## src/rtl/dfi_chan_mux_pkg.sv

```systemverilog
// Shared definitions for the DFI channel multiplexer.
//   - {cmd1,cmd0} encodings for read and write commands
//   - default interface widths and buffer depths
//   - chan_id_w(): width of a channel id, never less than one bit
package dfi_chan_mux_pkg;

  localparam logic [1:0] DfiRdEnc = 2'b01;
  localparam logic [1:0] DfiWrEnc = 2'b10;

  localparam int unsigned DfiNumChanDef     = 2;
  localparam int unsigned DfiDataWDef       = 128;
  localparam int unsigned DfiBankWDef       = 3;
  localparam int unsigned DfiAddrWDef       = 13;
  localparam int unsigned DfiCmdFifoDepthDef = 4;
  localparam int unsigned DfiTagFifoDepthDef = 16;
  localparam int unsigned DfiInitCyclesDef  = 16;

  function automatic int unsigned chan_id_w(input int unsigned num_chan);
    return (num_chan <= 2) ? 1 : $clog2(num_chan);
  endfunction

endpackage

```

## src/rtl/dfi_sync_fifo.sv

```systemverilog
// Single-clock FIFO with registered occupancy count.
//   clk_i, rst_ni      clock, asynchronous active-low reset (flushes pointers/count)
//   push_i, wdata_i    write request and data (ignored when full)
//   pop_i, rdata_o     read request; rdata_o shows the current head (ignored when empty)
//   full_o, empty_o    occupancy flags
//   count_o            number of stored entries
// Depth must be a power of two, at least 2, so the pointers wrap naturally.
module dfi_sync_fifo #(
  parameter int unsigned Width = 8,
  parameter int unsigned Depth = 4
) (
  input  logic                           clk_i,
  input  logic                           rst_ni,
  input  logic                           push_i,
  input  logic [Width-1:0]               wdata_i,
  input  logic                           pop_i,
  output logic [Width-1:0]               rdata_o,
  output logic                           full_o,
  output logic                           empty_o,
  output logic [$clog2(Depth+1)-1:0]     count_o
);

  localparam int unsigned PtrW = $clog2(Depth);
  localparam int unsigned CntW = $clog2(Depth + 1);

  logic [Width-1:0] mem_q [Depth];
  logic [PtrW-1:0]  wptr_q, wptr_d;
  logic [PtrW-1:0]  rptr_q, rptr_d;
  logic [CntW-1:0]  cnt_q, cnt_d;
  logic             do_push, do_pop;

  always_comb begin
    do_push = push_i & (cnt_q != CntW'(Depth));
    do_pop  = pop_i & (cnt_q != '0);
    wptr_d  = do_push ? wptr_q + 1'b1 : wptr_q;
    rptr_d  = do_pop ? rptr_q + 1'b1 : rptr_q;
    cnt_d   = cnt_q;
    if (do_push && !do_pop) begin
      cnt_d = cnt_q + 1'b1;
    end else if (!do_push && do_pop) begin
      cnt_d = cnt_q - 1'b1;
    end
  end

  always_ff @(posedge clk_i or negedge rst_ni) begin
    if (!rst_ni) begin
      wptr_q <= '0;
      rptr_q <= '0;
      cnt_q  <= '0;
    end else begin
      wptr_q <= wptr_d;
      rptr_q <= rptr_d;
      cnt_q  <= cnt_d;
    end
  end

  // Storage needs no reset: entries are only visible through the pointers.
  always_ff @(posedge clk_i) begin
    if (do_push) begin
      mem_q[wptr_q] <= wdata_i;
    end
  end

  assign rdata_o = mem_q[rptr_q];
  assign full_o  = (cnt_q == CntW'(Depth));
  assign empty_o = (cnt_q == '0);
  assign count_o = cnt_q;

endmodule

```

## src/rtl/dfi_chan_mux.sv

```systemverilog
// Time-multiplexes NUM_CHAN memory-controller channels onto one DRAM PHY interface.
//   clk, reset_poweron_n       single clock, asynchronous active-low reset
//   dfi__mmc__init_done        high INIT_CYCLES+1 cycles after reset release
//   mmc__dfi__* / dfi__mmc__ready   per-channel command valid/ready, cmd, bank, addr, wdata
//   dfi__phy__*                registered PHY command strobe, cmd, bank, addr, wdata
//   phy__dfi__valid/data       PHY read return
//   dfi__mmc__valid/data       per-channel read return (one-cycle valid pulse, data held)
//   dfi__mmc__rd_err           sticky: a read returned with no outstanding tag
// Each channel buffers commands in a FIFO; a round-robin arbiter pops one head per cycle.
// Issued reads push their channel id onto an in-order tag queue that steers returns.
module dfi_chan_mux
  import dfi_chan_mux_pkg::*;
#(
  parameter int unsigned NUM_CHAN       = DfiNumChanDef,
  parameter int unsigned DATA_W         = DfiDataWDef,
  parameter int unsigned BANK_W         = DfiBankWDef,
  parameter int unsigned ADDR_W         = DfiAddrWDef,
  parameter int unsigned CMD_FIFO_DEPTH = DfiCmdFifoDepthDef,
  parameter int unsigned TAG_FIFO_DEPTH = DfiTagFifoDepthDef,
  parameter int unsigned INIT_CYCLES    = DfiInitCyclesDef,
  parameter logic [1:0]  RD_ENC         = DfiRdEnc
) (
  input  logic                       clk,
  input  logic                       reset_poweron_n,
  output logic                       dfi__mmc__init_done,
  input  logic [NUM_CHAN-1:0]        mmc__dfi__valid,
  output logic [NUM_CHAN-1:0]        dfi__mmc__ready,
  input  logic [2*NUM_CHAN-1:0]      mmc__dfi__cmd,
  input  logic [BANK_W*NUM_CHAN-1:0] mmc__dfi__bank,
  input  logic [ADDR_W*NUM_CHAN-1:0] mmc__dfi__addr,
  input  logic [DATA_W*NUM_CHAN-1:0] mmc__dfi__data,
  output logic                       dfi__phy__cs,
  output logic                       dfi__phy__cmd1,
  output logic                       dfi__phy__cmd0,
  output logic [BANK_W-1:0]          dfi__phy__bank,
  output logic [ADDR_W-1:0]          dfi__phy__addr,
  output logic [DATA_W-1:0]          dfi__phy__data,
  input  logic                       phy__dfi__valid,
  input  logic [DATA_W-1:0]          phy__dfi__data,
  output logic [NUM_CHAN-1:0]        dfi__mmc__valid,
  output logic [DATA_W*NUM_CHAN-1:0] dfi__mmc__data,
  output logic                       dfi__mmc__rd_err
);

  localparam int unsigned ChanIdW  = chan_id_w(NUM_CHAN);
  localparam int unsigned CmdW     = 2 + BANK_W + ADDR_W + DATA_W;
  localparam int unsigned InitCntW = $clog2(INIT_CYCLES + 1);

  // Init counter
  logic [InitCntW-1:0] init_cnt_q, init_cnt_d;
  logic                init_done_q, init_done_d;

  always_comb begin
    init_cnt_d = init_cnt_q;
    if (init_cnt_q != InitCntW'(INIT_CYCLES)) begin
      init_cnt_d = init_cnt_q + 1'b1;
    end
    init_done_d = init_done_q | (init_cnt_q == InitCntW'(INIT_CYCLES));
  end

  // Per-channel command FIFOs
  logic [NUM_CHAN-1:0]                  cmd_push, cmd_pop, cmd_full, cmd_empty;
  logic [CmdW-1:0]                      cmd_wdata [NUM_CHAN];
  logic [CmdW-1:0]                      cmd_head  [NUM_CHAN];
  logic [$clog2(CMD_FIFO_DEPTH+1)-1:0]  cmd_cnt_unused [NUM_CHAN];

  // Ready depends only on registered state, never on valid.
  assign dfi__mmc__ready = {NUM_CHAN{init_done_q}} & ~cmd_full;
  assign cmd_push        = mmc__dfi__valid & dfi__mmc__ready;

  for (genvar i = 0; i < int'(NUM_CHAN); i++) begin : g_cmd_fifo
    assign cmd_wdata[i] = {mmc__dfi__cmd[2*i +: 2],
                           mmc__dfi__bank[BANK_W*i +: BANK_W],
                           mmc__dfi__addr[ADDR_W*i +: ADDR_W],
                           mmc__dfi__data[DATA_W*i +: DATA_W]};

    dfi_sync_fifo #(
      .Width (CmdW),
      .Depth (CMD_FIFO_DEPTH)
    ) u_cmd_fifo (
      .clk_i   (clk),
      .rst_ni  (reset_poweron_n),
      .push_i  (cmd_push[i]),
      .wdata_i (cmd_wdata[i]),
      .pop_i   (cmd_pop[i]),
      .rdata_o (cmd_head[i]),
      .full_o  (cmd_full[i]),
      .empty_o (cmd_empty[i]),
      .count_o (cmd_cnt_unused[i])
    );
  end

  // Tag queue
  logic                                 tag_push, tag_pop, tag_full, tag_empty;
  logic [ChanIdW-1:0]                   tag_head;
  logic [$clog2(TAG_FIFO_DEPTH+1)-1:0]  tag_cnt_unused;

  // Arbitration
  logic [NUM_CHAN-1:0] issuable;
  logic [ChanIdW-1:0]  rr_ptr_q, rr_ptr_d;
  logic [ChanIdW-1:0]  scan_idx;
  logic [ChanIdW-1:0]  win_idx;
  logic                win_valid;
  logic [CmdW-1:0]     win_entry;
  logic [1:0]          win_cmd;

  // A read head waits while the tag queue is full; a same-cycle tag pop is not counted.
  always_comb begin
    issuable = '0;
    for (int unsigned i = 0; i < NUM_CHAN; i++) begin
      issuable[i] = ~cmd_empty[i] & ((cmd_head[i][CmdW-1 -: 2] != RD_ENC) | ~tag_full);
    end
  end

  always_comb begin
    win_valid = 1'b0;
    win_idx   = '0;
    scan_idx  = '0;
    for (int unsigned k = 0; k < NUM_CHAN; k++) begin
      scan_idx = ChanIdW'((32'(rr_ptr_q) + k) % NUM_CHAN);
      if (!win_valid && issuable[scan_idx]) begin
        win_valid = 1'b1;
        win_idx   = scan_idx;
      end
    end
  end

  always_comb begin
    cmd_pop   = '0;
    win_entry = cmd_head[win_idx];
    win_cmd   = win_entry[CmdW-1 -: 2];
    rr_ptr_d  = rr_ptr_q;
    if (win_valid) begin
      cmd_pop[win_idx] = 1'b1;
      rr_ptr_d = (win_idx == ChanIdW'(NUM_CHAN - 1)) ? '0 : win_idx + 1'b1;
    end
  end

  assign tag_push = win_valid & (win_cmd == RD_ENC);
  assign tag_pop  = phy__dfi__valid & ~tag_empty;

  dfi_sync_fifo #(
    .Width (ChanIdW),
    .Depth (TAG_FIFO_DEPTH)
  ) u_tag_fifo (
    .clk_i   (clk),
    .rst_ni  (reset_poweron_n),
    .push_i  (tag_push),
    .wdata_i (win_idx),
    .pop_i   (tag_pop),
    .rdata_o (tag_head),
    .full_o  (tag_full),
    .empty_o (tag_empty),
    .count_o (tag_cnt_unused)
  );

  // PHY issue stage
  logic              phy_cs_q, phy_cs_d;
  logic [1:0]        phy_cmd_q, phy_cmd_d;
  logic [BANK_W-1:0] phy_bank_q, phy_bank_d;
  logic [ADDR_W-1:0] phy_addr_q, phy_addr_d;
  logic [DATA_W-1:0] phy_data_q, phy_data_d;

  always_comb begin
    phy_cs_d   = 1'b0;
    phy_cmd_d  = '0;
    phy_bank_d = '0;
    phy_addr_d = '0;
    phy_data_d = '0;
    if (win_valid) begin
      phy_cs_d   = 1'b1;
      phy_cmd_d  = win_cmd;
      phy_bank_d = win_entry[DATA_W+ADDR_W +: BANK_W];
      phy_addr_d = win_entry[DATA_W +: ADDR_W];
      phy_data_d = win_entry[DATA_W-1:0];
    end
  end

  // Read return routing
  logic [NUM_CHAN-1:0]        rd_valid_q, rd_valid_d;
  logic [DATA_W*NUM_CHAN-1:0] rd_data_q, rd_data_d;
  logic                       rd_err_q, rd_err_d;

  always_comb begin
    rd_valid_d = '0;
    rd_data_d  = rd_data_q;
    rd_err_d   = rd_err_q;
    if (phy__dfi__valid) begin
      if (tag_empty) begin
        rd_err_d = 1'b1;
      end else begin
        for (int unsigned i = 0; i < NUM_CHAN; i++) begin
          if (tag_head == ChanIdW'(i)) begin
            rd_valid_d[i] = 1'b1;
            rd_data_d[DATA_W*i +: DATA_W] = phy__dfi__data;
          end
        end
      end
    end
  end

  always_ff @(posedge clk or negedge reset_poweron_n) begin
    if (!reset_poweron_n) begin
      init_cnt_q  <= '0;
      init_done_q <= 1'b0;
      rr_ptr_q    <= '0;
      phy_cs_q    <= 1'b0;
      phy_cmd_q   <= '0;
      phy_bank_q  <= '0;
      phy_addr_q  <= '0;
      phy_data_q  <= '0;
      rd_valid_q  <= '0;
      rd_data_q   <= '0;
      rd_err_q    <= 1'b0;
    end else begin
      init_cnt_q  <= init_cnt_d;
      init_done_q <= init_done_d;
      rr_ptr_q    <= rr_ptr_d;
      phy_cs_q    <= phy_cs_d;
      phy_cmd_q   <= phy_cmd_d;
      phy_bank_q  <= phy_bank_d;
      phy_addr_q  <= phy_addr_d;
      phy_data_q  <= phy_data_d;
      rd_valid_q  <= rd_valid_d;
      rd_data_q   <= rd_data_d;
      rd_err_q    <= rd_err_d;
    end
  end

  assign dfi__mmc__init_done = init_done_q;
  assign dfi__phy__cs        = phy_cs_q;
  assign dfi__phy__cmd1      = phy_cmd_q[1];
  assign dfi__phy__cmd0      = phy_cmd_q[0];
  assign dfi__phy__bank      = phy_bank_q;
  assign dfi__phy__addr      = phy_addr_q;
  assign dfi__phy__data      = phy_data_q;
  assign dfi__mmc__valid     = rd_valid_q;
  assign dfi__mmc__data      = rd_data_q;
  assign dfi__mmc__rd_err    = rd_err_q;

endmodule

```

## config.mk

```make
export PLATFORM = sky130hd
export DESIGN_NAME = dfi_chan_mux
export DESIGN_NICKNAME = d
export VERILOG_FILES = /design/src/rtl/dfi_chan_mux_pkg.sv /design/src/rtl/dfi_sync_fifo.sv /design/src/rtl/dfi_chan_mux.sv
export SDC_FILE = /design/constraint.sdc
export NUM_CORES = 2
export LEC_CHECK = 0
export ABC_AREA = 0
export CAP_MARGIN = 20
export CORE_UTILIZATION = 45
export CTS_BUF_LIST = sky130_fd_sc_hd__clkbuf_8
export CTS_CLUSTER_SIZE = 12
export DETAILED_ROUTE_END_ITERATION = 16
export GPL_TIMING_DRIVEN = 0
export PLACE_DENSITY = 0.65
export SETUP_SLACK_MARGIN = 0.4
export SLEW_MARGIN = 20
export SYNTH_ARGS = -nofsm -noshare
export SYNTH_HDL_FRONTEND = slang
export SYNTH_SLANG_ARGS = --single-unit
```

## constraint.sdc

```tcl
create_clock -name clk -period 5.7 [get_ports clk]
set_clock_uncertainty 0.1 [all_clocks]
set_input_delay 0.855 -clock clk [delete_from_list [all_inputs] [get_ports clk]]
set_output_delay 0.855 -clock clk [all_outputs]
set_load 0.01 [all_outputs]
```

==> metrics.txt <==
Final min period=between 4 and 5 ns; PD cells=roughly 560 nW/µm²; Clock Latency Late Sink=about 0.98 ns; drt total wl=approximately 160,000 µm; dpl hpwl=around 110,000 µm; residual DRC count=0; syn avg cell area=22.5 µm²; H-tree Lvls=5; r2r setup slk=1.41 ns; final setup vio count=0; CP required=6.41 ns; R2R cell count=18; Worst VDD drop=288 µV; register area=between 40,000 and 50,000 µm²; met1 Track Usage GR=between 20 and 30%; fraction of registers with async set/reset=about 27%; via-per-instance ratio=around 5.3; Post-Syn Area=59,300 µm²; Critical Path End Type=register; GPL Wtd Cong=around 0.83; first-pass GRT wire length=roughly 220,000 µm; largest family of logic cells by synthesized area=multiplexers; Cell variety after synth=between 40 and 50; CTS buffer count=about 290; Cell Rows=132; Yosys Warn Count=0; CP Launch Type=register; Reg clk slew, reported paths=roughly 0.06 ns; worst hold path type=in -> async; XOR/XNOR Fraction of Synth Area=less than 1%; Die Height=365 µm; met2 Use GR=39.2%; Post-CTS Setup Inserts=0; Post-synth EDFFs=1,184; Die ar.=~130,000 µm²; # clock sinks=between 1,500 and 2,000; core area=between 100,000 and 150,000 µm²; Slew HR=31.3%; RSZ-0062 raised after global routing=no; Seq/Total Area, Yosys=approximately four fifths; Compound-Gate Fraction of Synth Area=roughly 2.3%; nets=4,247; GR peak layer=met2; critical path class=reg -> reg; outcome=finished clean; register bit total from synthesis=~1,600; Synth area leaders=edfxtp_1, dfrtp_1, mux4_2; Total Neg Setup Slack=0 ns; Post-Synth Simple-Gate Area=0.867%; fin crit share=between 70 and 80%; GRT met3 Usage=a little under a tenth; Leakage Power=27.1 nW; Clock Root Buffer=clkbuf_8; post-route setup slack=between 1 and 1.5 ns; initial antenna violation count=slightly above 90; # IOs=approximately 830; grt total ovfl=0; DR vias=a little over 30,000; IO buf count=about 830; top post-synthesis cells by count=edfxtp_1, dfrtp_1, mux4_2; Post-DRT Antenna Nets=0; Post-Synth Adder-Cell Area=less than 1%; net count after synthesis=between 3,000 and 4,000; multi-input logic area=12,100 µm²; dpl ws=1.44 ns; vias in the first global route=approximately 32,000; wire length per cell=27.5 µm; fmax=233 MHz; worst flop-to-flop path endpoint=u_tag_fifo.count_o[4]; DIE WIDTH=around 370 µm; fin. max-slew vios=0; CTS tree=built; fillers=between 9,000 and 10,000; Starting Density=between 40% and 50%; Worst R2R Start=g_cmd_fifo[0].u_cmd_fifo.rptr_q[0]; crit path DAT=~5 ns; Primary FF master, synth=edfxtp_1; count leader, synth=edfxtp_1; drt first pass iters=4; multiplexer share of the synthesized area=approximately 16%; area delta synth->final=28.1%; Mapped Cells=around 2,600; drt initial violations=between 2,000 and 2,500; layout cells sized above 1=between 20 and 30%; Synth area leader=edfxtp_1; Worst Tran Pin Value=1.03 ns; Final Hold Fails=0; Max FO, Critical Path=10; total of max-cap violations=0; gr usage total=between 20% and 30%; Yosys top cell area share=between 50 and 60%; Bufs on Longest Clock Path=4; largest net degree at the start of global routing=95
==> cells in the final DEF (no fill, tap or decap), drive strengths merged, types with 8 or more instances in the layout <==
| master | netlist | layout |
|---|---|---|
| a22o | 141 | 141 |
| and3 | 9 | 9 |
| buf | 53 | 90 |
| bufinv | 0 | 8 |
| clkbuf | 79 | 383 |
| clkdlybuf4s50 | 0 | 832 |
| clkinv | 0 | 55 |
| dfrtp | 440 | 440 |
| diode | 0 | 35 |
| edfxtp | 1184 | 1184 |
| ha | 22 | 22 |
| inv | 21 | 130 |
| mux2 | 260 | 260 |
| mux4 | 297 | 297 |
| nand2 | 31 | 31 |
| nand3 | 8 | 8 |
| nor2 | 16 | 16 |
| nor3 | 9 | 9 |
| xnor2 | 21 | 21 |
==> what timing repair did <==
action | in CTS | in global routing
hold endpoints to repair | 51 | 0
hold buffers | 1 | 0
resized for setup | 0 | 0
==> layer usage <==
layer / wire [µm] / part of all wire (%)
met1: 57300 / 36
met2: 79800 / 50
met3: 15400 / 9.7
met4: 5510 / 3.5
met5: 465 / 0.29
==> layout make-up <==
| class | instances | share of cell area (%) |
|---|---|---|
| clock inverters | 177 | 1.21 |
| flip-flops and latches | 1624 | 61.3 |
| plain buffers | 132 | 0.791 |
| multi-input cells | 863 | 15.9 |
| repair buffers | 870 | 12.2 |
| well taps | 1742 | 2.87 |
| diodes | 35 | 0.115 |
| inverters | 21 | 0.104 |
| clock buffers | 304 | 5.51 |
==> power by group <==
part	internal (mW)	switching (mW)
sequential	16.3	1.10
clock	5.24	4.54
combinational	7.88	7.86
==> worst max-delay path, stage by stage (launching register included) <==
cell and delay [ns]:
dfrtp_1 0.32, clkbuf_1 0.28, mux4_2 0.61, nand4b_1 0.26, nand2_1 0.19, nand2_4 0.12, inv_2 0.15, mux2i_4 0.34
nand3_4 0.19, buf_6 0.20, inv_1 0.05, ha_1 0.22, inv_1 0.13, ha_1 0.30, a21o_1 0.19, a21oi_1 0.17
xnor2_1 0.14, nor2_1 0.07, xnor2_1 0.13
==> how the worst max path moves through the flow <==
stage	startpoint	endpoint	slack [ns]	cells past startpoint
floorplan	g_cmd_fifo[1].u_cmd_fifo.count_o[0]	g_cmd_fifo[1].u_cmd_fifo.mem_q[0][0]	0.61	3
global placement	reset_poweron_n	dfi__mmc__data[0]	-19.32	1
detailed placement	g_cmd_fifo[0].u_cmd_fifo.rptr_q[0]	u_tag_fifo.count_o[4]	1.44	18
CTS	g_cmd_fifo[0].u_cmd_fifo.rptr_q[0]	u_tag_fifo.count_o[4]	1.41	18
global route	g_cmd_fifo[0].u_cmd_fifo.rptr_q[0]	u_tag_fifo.count_o[4]	1.06	18
finish	g_cmd_fifo[0].u_cmd_fifo.rptr_q[0]	u_tag_fifo.count_o[4]	1.41	18
==> metrics by stage <==
stage / util, % / cell area, µm² / power [mW] / std cells / hold slack (ns)
5_1_grt: 58.4 / 75900 / 45.0 / 5755 / 0.333
2_1_floorplan: - / 59300 / 26.2 / 2640 / 0.337
6_report: 58.4 / 76000 / 42.9 / 5768 / 0.360
3_3_place_gp: 53.6 / 69800 / 33.7 / 5215 / 0.345
4_1_cts: 58.3 / 75900 / 43.5 / 5733 / 0.311
3_5_place_dp: 54.4 / 70800 / 33.6 / 5251 / 0.349
==> cell families (layout without fill, tap and decap cells) <==
group | after synthesis | count (layout)
multiplexers | 558 | 558
buffers and inverters | 153 | 1504
flip-flops | 1624 | 1624
AND/OR/NAND/NOR | 94 | 94
adder cells (fa/ha/maj) | 25 | 25
other | 0 | 35
AO/OA/AOI/OAI | 159 | 159
XOR/XNOR | 27 | 27
==> state kept, by name, summed over array words and instances (netlist names), 2 cells and up <==
name / cells
g_cmd_fifo.u_cmd_fifo.rptr_q: 4
dfi__phy__addr: 13
g_cmd_fifo.u_cmd_fifo.count_o: 6
init_cnt_q: 5
dfi__phy__data: 128
u_tag_fifo.rptr_q: 4
g_cmd_fifo.u_cmd_fifo.wptr_q: 4
u_tag_fifo.wptr_q: 4
u_tag_fifo.count_o: 5
u_tag_fifo.mem_q: 16
phy_cmd_q: 2
dfi__mmc__data: 256
g_cmd_fifo.u_cmd_fifo.mem_q: 1168
dfi__mmc__valid: 2
dfi__phy__bank: 3
(Power assumes the default switching activity.)
==> RTL edit, RTL diff (config.mk and constraints unchanged) <==
Put one more register stage on the output `dfi__mmc__rd_err`, without a reset. The value now appears one clock later. The other outputs are not delayed to match.
--- a/src/rtl/dfi_chan_mux.sv
+++ b/src/rtl/dfi_chan_mux.sv
@@ -236,7 +236,9 @@
   assign dfi__phy__data      = phy_data_q;
   assign dfi__mmc__valid     = rd_valid_q;
   assign dfi__mmc__data      = rd_data_q;
-  assign dfi__mmc__rd_err    = rd_err_q;
+  always_ff @(posedge clk) begin
+    dfi__mmc__rd_err <= rd_err_q;
+  end
 
 endmodule
 
Formal check against the unedited RTL: not equivalent (a bounded check fails within 4 cycles, from zero or initial values and one cycle with reset_poweron_n low).
==> RTL edit against the original RTL <==
Synthesized area hardly changed. Combinational power hardly changed. Sequential cell count is 1 higher. Design area up 0.33%. Sequential share of layout area decreased by 0.18 points. Power up 0.49%. Wire length increased by 0.39%. Synthesized cell count is essentially flat. First-iteration DRC count is 4.2% higher. Setup slack got worse by 0.053 ns. Critical path type unchanged.
==> RTL edit: results (changes against the original RTL) <==
Outcome
  – Status: complete, no violations (unchanged)

STA
  – Tightest Pin Transition: 1.053 ns (was 1.031 ns)

Synthesis
  – Syn_nets: 3091 (was 3090)
  – Post-synthesis compound-gate area fraction: 2.261% (was 2.262%)
  – Mean Syn Cell Area: 22.46 um^2 (about the same)
  – Post-synthesis sequential area ratio: 78.53% (was 78.52%)
  – Synth top area cells: edfxtp_1 60%, dfrtp_1 19%, mux4_2 11% (unchanged)
  – FFs w/ async S/R, synth: 27.08% (was 27.09%)
  – Multiplexer area fraction after synthesis: 16.25% (about the same)
  – Count of cell types in the netlist: 46 (was 45)

Place
  – Post-detail-place hpwl: 110200 um (was 109300 um)
  – Placer Congestion: 0.7718 (was 0.8279)
  – Cells after DPL: 5254 (was 5251)

Power
  – Switch share: 31.22% (was 31.48%)
  – Max VDD drop: 284.5 uV (was 287.9 uV)
  – Lkg Pwr: 27.26 nW (was 27.10 nW)
  – Combinational power share: 36.5% (was 36.7%)

Route
  – First-pass detailed-route iteration total: 5 (was 4)
  – DR iter-0 viols: 2283 (was 2192)
  – Met1 wire length: 57470 um (was 57300 um)
  – Drt total wl: 159100 um (was 158500 um)
  – Vias: 30920 (was 30820)
  – Routed len/inst: 27.59 um (was 27.48 um)

Global route
  – All-Layer GR Usage: 23.75% (was 23.69%)
  – Global-route wire length before repair: 224600 um (was 223500 um)
  – Met1 GRT Util: 27.36% (was 27.71%)
  – Vias in the first global route: 32490 (was 31990)
  – Largest net degree at the start of global routing: 98 (was 95)
  – GR Util met2: 40.34% (was 39.18%)
  – Met3 GRT Util: 9.737% (was 9.137%)
  – Initial antenna violation count: 90 (was 93)

Clock tree
  – Hold-fix buffers, CTS: 1 (unchanged)
  – Cts bufs inserted: 284 (was 285)

Final layout
  – Fillers: 9924 (was 9816)
  – Layout Nets: 4249 (was 4247)
  – Share of cells above drive strength 1: 25.66% (was 25.16%)

Worst setup path
  – Crit path arrival time: 5.07 ns (was 5.00 ns)

Worst hold path
  – Min-delay worst type: reg2reg (was in2async)
RTL edit: changes by cell type after synthesis:
cell,before,now
dfxtp_1,0,1
RTL edit: path summary, 6_finish.rpt:
check	start	endpoint	slack (ns)	cells after the start
min in group asynchronous	reset_poweron_n	dfi__phy__data[89]	0.31	2
max reg2reg	g_cmd_fifo[0].u_cmd_fifo.rptr_q[0]	u_tag_fifo.count_o[4]	1.35	18
min	rd_err_q	dfi__mmc__rd_err	0.28	0
min reg2reg	rd_err_q	dfi__mmc__rd_err	0.28	0
max in group asynchronous	reset_poweron_n	dfi__mmc__data[163]	3.39	5
max	g_cmd_fifo[0].u_cmd_fifo.rptr_q[0]	u_tag_fifo.count_o[4]	1.35	18
RTL edit: area by class of cell:
type	count	area share [%]
tap	1742	2.859
multi-input combinational	863	15.89
buffer	132	0.7846
clock buffer	331	5.976
timing repair buffer	872	12.18
inverter	21	0.1034
sequential	1625	61.11
antenna	24	0.07879
clock inverter	159	1.011
RTL edit: cell families (layout without fill, tap and decap cells):
logic type	after synthesis	count (layout)
fa+ha+maj	25	25
xor+xnor	27	27
mux	558	558
buf+inv	153	1515
flops	1625	1625
other cells	0	24
compound gates	159	159
simple gates	94	94
RTL edit: worst max-delay path: cells and delay by family, from the launching register on:
| family | cells | cell delay (ns) |
|---|---|---|
| compound gates | 2 | 0.36 |
| xor+xnor | 2 | 0.27 |
| fa+ha+maj | 2 | 0.52 |
| buf+inv | 5 | 0.83 |
| flops | 1 | 0.32 |
| mux | 2 | 0.97 |
| simple gates | 5 | 0.89 |
RTL edit: stage by stage:
stage / util, % / setup WS [ns]
final: 58.57 / 1.354
after floorplan: - / 0.6121
after global placement: 53.66 / -19.33
after CTS: 58.52 / 1.339
after global routing: 58.55 / 1.083
after detailed placement: 54.42 / 1.329
